--- src/rtl/stack_ras_pkg.sv ---
// Shared definitions for the return-address stack.
// - clog2: ceiling log2, used to size the write index and the count output.
// - depth_legal: the elaboration-time range check for DEPTH (2..256).
package stack_ras_pkg;

  localparam int DEPTH_MIN = 2;
  localparam int DEPTH_MAX = 256;

  function automatic int clog2(input int n);
    int r;
    int v;
    r = 0;
    v = n - 1;
    while (v > 0) begin
      r = r + 1;
      v = v >> 1;
    end
    return r;
  endfunction

  function automatic bit depth_legal(input int d);
    return (d >= DEPTH_MIN) && (d <= DEPTH_MAX);
  endfunction

endpackage

--- src/rtl/stack_ras_mem.sv ---
// Entry storage for the return-address stack.
// DEPTH x WIDTH register array with one synchronous write port and one
// asynchronous read port. Contents are never reset.
// Ports:
//   clk    rising-edge clock
//   we     write enable
//   waddr  write index (always < DEPTH)
//   wdata  write data
//   raddr  read index (always < DEPTH)
//   rdata  combinational read data
module stack_mem #(
  parameter int WIDTH = 10,
  parameter int DEPTH = 8,
  parameter int AW    = 3
) (
  input  logic             clk,
  input  logic             we,
  input  logic [AW-1:0]    waddr,
  input  logic [WIDTH-1:0] wdata,
  input  logic [AW-1:0]    raddr,
  output logic [WIDTH-1:0] rdata
);

  logic [WIDTH-1:0] mem [DEPTH];

  always_ff @(posedge clk) begin
    if (we) begin
      mem[waddr] <= wdata;
    end
  end

  assign rdata = mem[raddr];

endmodule

--- src/rtl/stack_ras.sv ---
// Parametrised return-address stack for CALL/RET and interrupt entry/return.
// The storage is a ring of DEPTH entries; wp is the next write index and the
// top entry lives at (wp-1) mod DEPTH. All index arithmetic wraps explicitly at
// DEPTH, so non-power-of-two depths work.
// Ports:
//   clk        rising-edge clock
//   reset      synchronous active-low reset (control state only)
//   push       push push_data at the next edge
//   pop        discard the top entry at the next edge
//   push_data  entry to push (normally the current PC)
//   err_clr    clear the sticky ovf/udf flags
//   top        current top entry, combinational, 0 when empty
//   count      occupancy 0..DEPTH
//   empty      count == 0
//   full       count == DEPTH
//   ovf        sticky overflow (push while full)
//   udf        sticky underflow (pop while empty)
module stack_ras
  import stack_ras_pkg::*;
#(
  parameter  int WIDTH = 10,
  parameter  int DEPTH = 8,
  parameter  int WRAP  = 0,
  localparam int CW    = clog2(DEPTH + 1)
) (
  input  logic             clk,
  input  logic             reset,
  input  logic             push,
  input  logic             pop,
  input  logic [WIDTH-1:0] push_data,
  input  logic             err_clr,
  output logic [WIDTH-1:0] top,
  output logic [CW-1:0]    count,
  output logic             empty,
  output logic             full,
  output logic             ovf,
  output logic             udf
);

  localparam int AW = clog2(DEPTH);

  if (!depth_legal(DEPTH)) begin : g_bad_depth
    $error("stack_ras: DEPTH must be in 2..256");
  end

  logic [AW-1:0]    wp_p1;
  logic [CW-1:0]    count_p1;
  logic             ovf_p1;
  logic             udf_p1;

  logic [AW-1:0]    wp_inc;
  logic [AW-1:0]    wp_dec;
  logic [AW-1:0]    wp_nxt;
  logic [AW-1:0]    waddr;
  logic [CW-1:0]    count_nxt;
  logic             we_req;
  logic             ovf_set;
  logic             udf_set;
  logic             is_empty;
  logic             is_full;
  logic [WIDTH-1:0] rd_data;

  // Stage p0: index arithmetic and operation decode
  assign wp_inc   = (wp_p1 == AW'(DEPTH - 1)) ? '0 : wp_p1 + AW'(1);
  assign wp_dec   = (wp_p1 == '0) ? AW'(DEPTH - 1) : wp_p1 - AW'(1);
  assign is_empty = (count_p1 == '0);
  assign is_full  = (count_p1 == CW'(DEPTH));

  always_comb begin
    we_req    = 1'b0;
    waddr     = wp_p1;
    wp_nxt    = wp_p1;
    count_nxt = count_p1;
    ovf_set   = 1'b0;
    udf_set   = 1'b0;
    if (push && pop) begin
      if (is_empty) begin
        // Nothing to replace: behave as a plain push but flag the bad pop.
        we_req    = 1'b1;
        wp_nxt    = wp_inc;
        count_nxt = CW'(1);
        udf_set   = 1'b1;
      end else begin
        // Tail-call replace: overwrite the top in place, even when full.
        we_req = 1'b1;
        waddr  = wp_dec;
      end
    end else if (push) begin
      if (!is_full) begin
        we_req    = 1'b1;
        wp_nxt    = wp_inc;
        count_nxt = count_p1 + CW'(1);
      end else begin
        ovf_set = 1'b1;
        if (WRAP != 0) begin
          // Ring is full, so wp already points at the oldest entry.
          we_req = 1'b1;
          wp_nxt = wp_inc;
        end
      end
    end else if (pop) begin
      if (!is_empty) begin
        wp_nxt    = wp_dec;
        count_nxt = count_p1 - CW'(1);
      end else begin
        udf_set = 1'b1;
      end
    end
  end

  // Stage p1: registered control state (reset has priority, even over writes)
  always_ff @(posedge clk) begin
    if (!reset) begin
      wp_p1    <= '0;
      count_p1 <= '0;
      ovf_p1   <= 1'b0;
      udf_p1   <= 1'b0;
    end else begin
      wp_p1    <= wp_nxt;
      count_p1 <= count_nxt;
      // A new error in the same cycle as err_clr wins.
      ovf_p1   <= ovf_set | (ovf_p1 & ~err_clr);
      udf_p1   <= udf_set | (udf_p1 & ~err_clr);
    end
  end

  stack_mem #(
    .WIDTH (WIDTH),
    .DEPTH (DEPTH),
    .AW    (AW)
  ) u_mem (
    .clk   (clk),
    .we    (we_req & reset),
    .waddr (waddr),
    .wdata (push_data),
    .raddr (wp_dec),
    .rdata (rd_data)
  );

  assign top   = is_empty ? '0 : rd_data;
  assign count = count_p1;
  assign empty = is_empty;
  assign full  = is_full;
  assign ovf   = ovf_p1;
  assign udf   = udf_p1;

endmodule

--- config.mk ---
export PLATFORM = sky130hd
export DESIGN_NAME = stack_ras
export DESIGN_NICKNAME = d
export VERILOG_FILES = /design/src/rtl/stack_ras_pkg.sv /design/src/rtl/stack_ras_mem.sv /design/src/rtl/stack_ras.sv
export SDC_FILE = /design/constraint.sdc
export NUM_CORES = 1
export LEC_CHECK = 0
export ABC_AREA = 1
export BUFFER_PORTS_ARGS = -buffer_cell sky130_fd_sc_hd__buf_2
export CAP_MARGIN = 10
export CELL_PAD_IN_SITES_DETAIL_PLACEMENT = 1
export CELL_PAD_IN_SITES_GLOBAL_PLACEMENT = 2
export CORE_MARGIN = 1.5
export CORE_UTILIZATION = 42
export CTS_BUF_LIST = sky130_fd_sc_hd__clkbuf_4
export CTS_CLUSTER_SIZE = 16
export DETAILED_ROUTE_END_ITERATION = 8
export PLACE_DENSITY = 0.87
export SLEW_MARGIN = 25
export SYNTH_ARGS = -nofsm -noshare
export SYNTH_HDL_FRONTEND = slang
export SYNTH_HIERARCHICAL = 1
export SYNTH_SLANG_ARGS = --single-unit
--- constraint.sdc ---
create_clock -name clk -period 3.2 [get_ports clk]
set_input_delay 0.64 -clock clk [delete_from_list [all_inputs] [get_ports clk]]
set_output_delay 0.64 -clock clk [all_outputs]
set_load 0.02 [all_outputs]
* Word-level counts from Yosys, hierarchy flattened
Memories as Yosys holds them, arrays and structs flattened.
Index checks and enable logic that the tools add are counted.
Widths: inputs -> output; s select.
** Storage, ports and cells
- Memories kept :: 1
- Output and inout bits :: 18
- Logic and storage cells :: 54
- Bits of input ports :: 15
- Register bits :: 9
- RAM bits :: 80
** Memory list
- u_mem.mem :: words 8, width 10, read ports 1, clocked after memory_dff 0, wr ports 1, line stack_ras_mem.sv:24 : logic [WIDTH-1:0] mem [DEPTH];
** Operators by class
- Equal/unequal tests :: 5
- Muxes and demuxes :: 28
- Bitwise operators :: 6
- Add/subtract/negate cells :: 4
- Reductions and logical operators :: 6
** Operator list (number)
- $mux 3 :: 9
- $mux 4 :: 6
- $mux 1 :: 12
- $mux 10 :: 1
- $ne 3x2->1 const B :: 2
- $add 4x1->4 const B :: 1
- $eq 4x4->1 const B :: 1
- $logic_not 4->1 :: 1
- $reduce_and 4->1 :: 1
- $sub 4x1->4 const B :: 1
- $add 3x1->3 const B :: 1
- $and 1x1->1 :: 3
- $eq 3x3->1 const B :: 1
- $logic_not 3->1 :: 1
- $reduce_and 3->1 :: 1
- $reduce_bool 3->1 :: 1
- $sub 3x1->3 const B :: 1
- $ne 2x2->1 const B :: 1
- $or 1x1->1 :: 2
- $logic_and 1x1->1 :: 1
- $not 1->1 :: 1

* Logic depth before layout (Yosys ltp)
- Depth in word-level cells :: 7
- Depth in mapped cells :: 15
- Depth with buffers taken out :: 13

* Modules after synthesis
The synthesis kept the hierarchy.
** By module, submodules not included
- stack_mem :: area each 3613.5 um^2, cells an instance 364, times used 1, sequential area each 2402.3 um^2
- stack_ras :: area each 917.1 um^2, cells an instance 146, times used 1, sequential area each 180.2 um^2

* Worst setup path after synthesis
Ideal clock, no wire load.
- Path kind :: register to output
- Start point :: reg wp_p1[0]
- End point :: out top[0]
- Stages on the path, launching flop included :: 15
- Setup slack :: 0.706 ns
- Data required time :: 2.560 ns
- Buffers on the path :: 2
- Arrival time :: 1.854 ns
- Cell sequence :: dfxtp_1 > inv_1 > ha_1 > ha_1 > nor2_1 > inv_1 > buf_6 > buf_4 > nand2_1 > nand3_1 > nand2_1 > nand2_1 > nand2_1 > inv_1 > nor2_1
** Between the ends
- Word-level cells in the longest chain between the ends :: 4
- Elaborated cells on any way between the ends :: 5
- Those cells by class :: add/sub: 1; mux: 2; reduce/logical: 1; memory: 1
** Ends and longest elaborated chain
- from (decl) :: line stack_ras.sv:46 : logic [AW-1:0] wp_p1;
- from (signal assigned) :: line stack_ras.sv:119 : wp_p1 <= wp_nxt;
- $sub 3x1->3 / $logic_not 3->1 (equally long branches) :: line stack_ras.sv:65 : assign wp_dec = (wp_p1 == '0) ? AW'(DEPTH - 1) : wp_p1 - AW'(1);
- $mux 3 * :: line stack_ras.sv:65
- named net wp_dec[0] :: line stack_ras.sv:52 : logic [AW-1:0] wp_dec;
- $mem_v2 8x10 *
- named net rd_data[0] :: line stack_ras.sv:61 : logic [WIDTH-1:0] rd_data;
- $mux 10 * :: line stack_ras.sv:140 : assign top = is_empty ? '0 : rd_data;
- to (decl) :: line stack_ras.sv:32 : output logic [WIDTH-1:0] top,
Mark *: on every way through the listed nets, which the timed path passes. The rest lies on a longest branch.

* Worst setup path after layout
- Start point :: reg wp_p1[0]
- End point :: out top[3]
The elaborated chain is that of the path after synthesis.

==> Implementation_results.wiki <==
{| class="wikitable"
! Metric !! Value
|-
| Final core occ || 50.01%
|-
| Boundary pin count || 33
|-
| CTS tree || built
|-
| Worst Setup Slack, final || 0.09661 ns
|-
| Relative slew margins || 72.02%
|-
| Required time worst endpoint || 2.56 ns
|-
| Register area share after synthesis || 57.00%
|-
| Unrepaired setup endpoints after global routing || yes
|-
| Number of antenna violations at the first check in global routing || 2
|-
| Wire length of the first global-routing pass || 18500 µm
|-
| Pre-CTS setup slack || 0.1218 ns
|-
| Routed length per instance || 17.28 µm
|-
| Number of different library cells in the post-synthesis netlist || 28
|-
| Hold violation total from the final report || 0
|-
| Commonest non-fill, non-tap cells in the layout || 150 x sky130_fd_sc_hd__nand2_1, 108 x sky130_fd_sc_hd__inv_1, 80 x sky130_fd_sc_hd__edfxtp_1
|-
| Hold Path Class || input port to flip-flop
|-
| Number of placement rows || 37
|-
| Number of buffers added to fix hold violations after cts || 0
|-
| Area taken by multi-input logic gates || 1413 µm²
|-
| Static power due to leakage || 0.002512 µW
|-
| Met3 layer wire length in the routed design || 399 µm
|-
| Antenna Nets Post-Route || 0
|-
| Total gr overflow || 0
|-
| Initial DRC count || 170
|-
| First-pass iteration count of the detailed router || 5
|-
| Synthesis Warnings || 6
|-
| Number of clock sinks seen by CTS || 89
|-
| Die Area || 11420 µm²
|-
| Setup skew after layout || 0.01780 ns
|-
| Number of buffers on the longest clock path || 2
|-
| NumNets Final || 578
|-
| Max Transition Viols Final || 0
|-
| Critical path data arrival time || 2.46 ns
|-
| Worst ir drop on vdd || 0.0003456 V
|-
| Most area-consuming cells after synthesis || sky130_fd_sc_hd__edfxtp_1 53%, sky130_fd_sc_hd__nand2_1 13%, sky130_fd_sc_hd__inv_1 9.4%
|-
| Minimum period implied by the final worst setup slack || 3.103 ns
|-
| Reg area || 2587 µm²
|-
| Run status || completed
|-
| Most area-hungry cell type in the Yosys netlist || sky130_fd_sc_hd__edfxtp_1
|-
| Routed via count divided by cell count || 4.924
|-
| Share of the cycle needed by the critical path after routing || 96.98%
|-
| Highest routed metal layer || met4
|-
| Amount of wire on met2 after detailed routing || 6241 µm
|-
| Skew-Pair Late Insertion Delay || 0.45 ns
|-
| Setup slack of the most critical reg-to-reg path || 1.08 ns
|-
| Number of remaining DRC errors || 0
|-
| Port-buffer cells || 32
|-
| Met1 layer wirelength in the final routing || 5172 µm
|-
| Max Fclk || 0.3222 GHz
|-
| Largest fanout of any net on the critical path || 14
|-
| Synthesized area per cell || 8.884 µm²
|-
| Core footprint || 10420 µm²
|-
| Final setup vio count || 0
|-
| GR Util All Layers || 22.13%
|-
| Chip Width || 106.9 µm
|-
| Overall die height || 106.9 µm
|-
| Clock buffer count from CTS || 9
|-
| Number of levels the H-tree was split into || 3
|-
| Drt total wl || 12080 µm
|-
| Root buf cell || sky130_fd_sc_hd__clkbuf_4
|-
| Sort of element at the end of the critical path || primary output
|-
| Area Growth Syn to Fin || 14.97%
|-
| Max-capacitance violation count || 0
|-
| Initial standard-cell utilization of the core || 43.50%
|-
| Mapped Cells || 510
|-
| Number of global-route vias before repair || 3528
|-
| Commonest non-fill, non-tap cell in the layout || sky130_fd_sc_hd__nand2_1
|-
| Critical path start-end classification || flip-flop to primary output
|-
| Total via count after detailed routing || 3442
|-
| Clock transition at the registers of the reported paths || 0.14 ns
|-
| Combined area of all synthesized cells || 4531 µm²
|-
| Pin count of the biggest net entering global routing || 41
|-
| Areal power density over the cells || 680.1 nW/µm²
|-
| Net count of the mapped netlist || 532
|-
| Post-synthesis sequential element count || 89
|-
| Fraction of post-synthesis cell area in the top cell type by area || 53.02%
|-
| Fill cell instance count of the final layout || 1246
|-
| Type of origin of the critical path || flip-flop
|-
| Slew @ Worst Pin || 0.4171 ns
|-
| RePlAce Congestion || 0.7782
|-
| Final cell count without fillers || 699
|-
| Dpl hpwl || 7917 µm
|-
| Number of placed instances, taps included || 673
|-
| Hold Worst Slack || 0.3842 ns
|-
| Proportion of layout cells with a drive suffix above 1 || 20.68%
|}
==> Yosys cell counts <==
cell type	instances
sky130_fd_sc_hd__nor2_4	2
sky130_fd_sc_hd__nor2_1	35
sky130_fd_sc_hd__nand2_2	14
sky130_fd_sc_hd__inv_6	1
sky130_fd_sc_hd__xnor2_1	1
sky130_fd_sc_hd__nand3_1	50
sky130_fd_sc_hd__inv_1	113
sky130_fd_sc_hd__buf_8	1
sky130_fd_sc_hd__o21ai_0	5
sky130_fd_sc_hd__buf_4	5
sky130_fd_sc_hd__o31ai_1	1
sky130_fd_sc_hd__or2_2	2
sky130_fd_sc_hd__buf_6	6
sky130_fd_sc_hd__inv_2	2
sky130_fd_sc_hd__mux2i_1	1
sky130_fd_sc_hd__nand3_2	1
sky130_fd_sc_hd__ha_1	6
sky130_fd_sc_hd__o22ai_1	1
sky130_fd_sc_hd__edfxtp_1	80
sky130_fd_sc_hd__a21oi_1	5
sky130_fd_sc_hd__clkinv_4	1
sky130_fd_sc_hd__fa_1	1
sky130_fd_sc_hd__buf_2	5
sky130_fd_sc_hd__nand2_4	5
sky130_fd_sc_hd__clkinv_1	1
sky130_fd_sc_hd__nand2_8	1
sky130_fd_sc_hd__nand2_1	155
sky130_fd_sc_hd__dfxtp_1	9
==> cell type report <==
cell class	instances	area share (%)
Antenna cell	2	0.09608
Clock buffer	9	1.297
Clock inverter	7	1.946
Inverter	118	9.368
Multi-Input combinational cell	286	27.12
Sequential cell	89	49.68
Tap cell	136	3.267
Timing Repair Buffer	52	7.230
==> logic make-up after synthesis <==
family / share of synthesized area, %
compound gates: 1.408
flops: 57.00
xor+xnor: 0.1934
fa+ha+maj: 2.099
buf+inv: 13.20
mux: 0.2209
simple gates: 25.88
==> power breakdown <==
part           total, µW  switching (µW)  internal [µW]
Sequential          1390            41.0           1340
Clock                737             414            323
Combinational       1420             924            496
Total               3540            1380           2160
==> path summary, 6_finish.rpt <==
| path | cells past startpoint | end | start |
|---|---|---|---|
| setup / recovery | 15 | top[3] | wp_p1[0]$_SDFFE_PN0P_ |
| hold / removal | 2 | ovf$_SDFF_PN0_ | err_clr |
| setup reg to reg | 10 | u_mem/mem[2][2]$_DFFE_PP_ | wp_p1[0]$_SDFFE_PN0P_ |
| hold reg to reg | 2 | ovf$_SDFF_PN0_ | ovf$_SDFF_PN0_ |
==> flip-flops by register name, indices dropped and copies added (netlist names) <==
| name | cells |
|---|---|
| ovf | 1 |
| count | 4 |
| udf | 1 |
| wp_p1 | 3 |
| u_mem/mem | 80 |
==> critical path, cell delays in order (launching register included) <==
cell and delay [ns]:
sky130_fd_sc_hd__dfxtp_4 0.41, sky130_fd_sc_hd__inv_6 0.05, sky130_fd_sc_hd__ha_4 0.17, sky130_fd_sc_hd__ha_4 0.17, sky130_fd_sc_hd__nor2_4 0.17, sky130_fd_sc_hd__clkinv_4 0.08, sky130_fd_sc_hd__buf_12 0.15, sky130_fd_sc_hd__buf_12 0.15
sky130_fd_sc_hd__nand2_1 0.08, sky130_fd_sc_hd__nand3_1 0.10, sky130_fd_sc_hd__nand2_1 0.10, sky130_fd_sc_hd__nand2_1 0.07, sky130_fd_sc_hd__nand2_2 0.07, sky130_fd_sc_hd__inv_2 0.04, sky130_fd_sc_hd__nor2_2 0.07, sky130_fd_sc_hd__buf_4 0.14
==> through the flow <==
stage	total power, µW	TNS, ns	cell area (µm²)
3_3_place_gp	2622	0	4806
5_1_grt	3766	-0.3159	5206
4_1_cts	3424	0	5015
2_1_floorplan	2291	0	4531
3_5_place_dp	2653	0	4806
6_report	3542	0	5209
==> metal layers <==
| metal | GRT usage, % | vias to the layer above |
|---|---|---|
| li1 | - | 1657 |
| met1 | 26.03 | 1696 |
| met2 | 39.74 | 72 |
| met3 | 3.465 | 17 |
| met4 | 9.810 | 0 |
| met5 | 0 | - |
==> timing repair <==
action / 4_1_cts / 5_1_grt
pin swaps: 1 / 11
setup buffers: 0 / 6
cloned: 0 / 2
endpoints found under the setup margin: 10 / 10
gates resized for setup: 14 / 31
(Power assumes the default switching activity.)
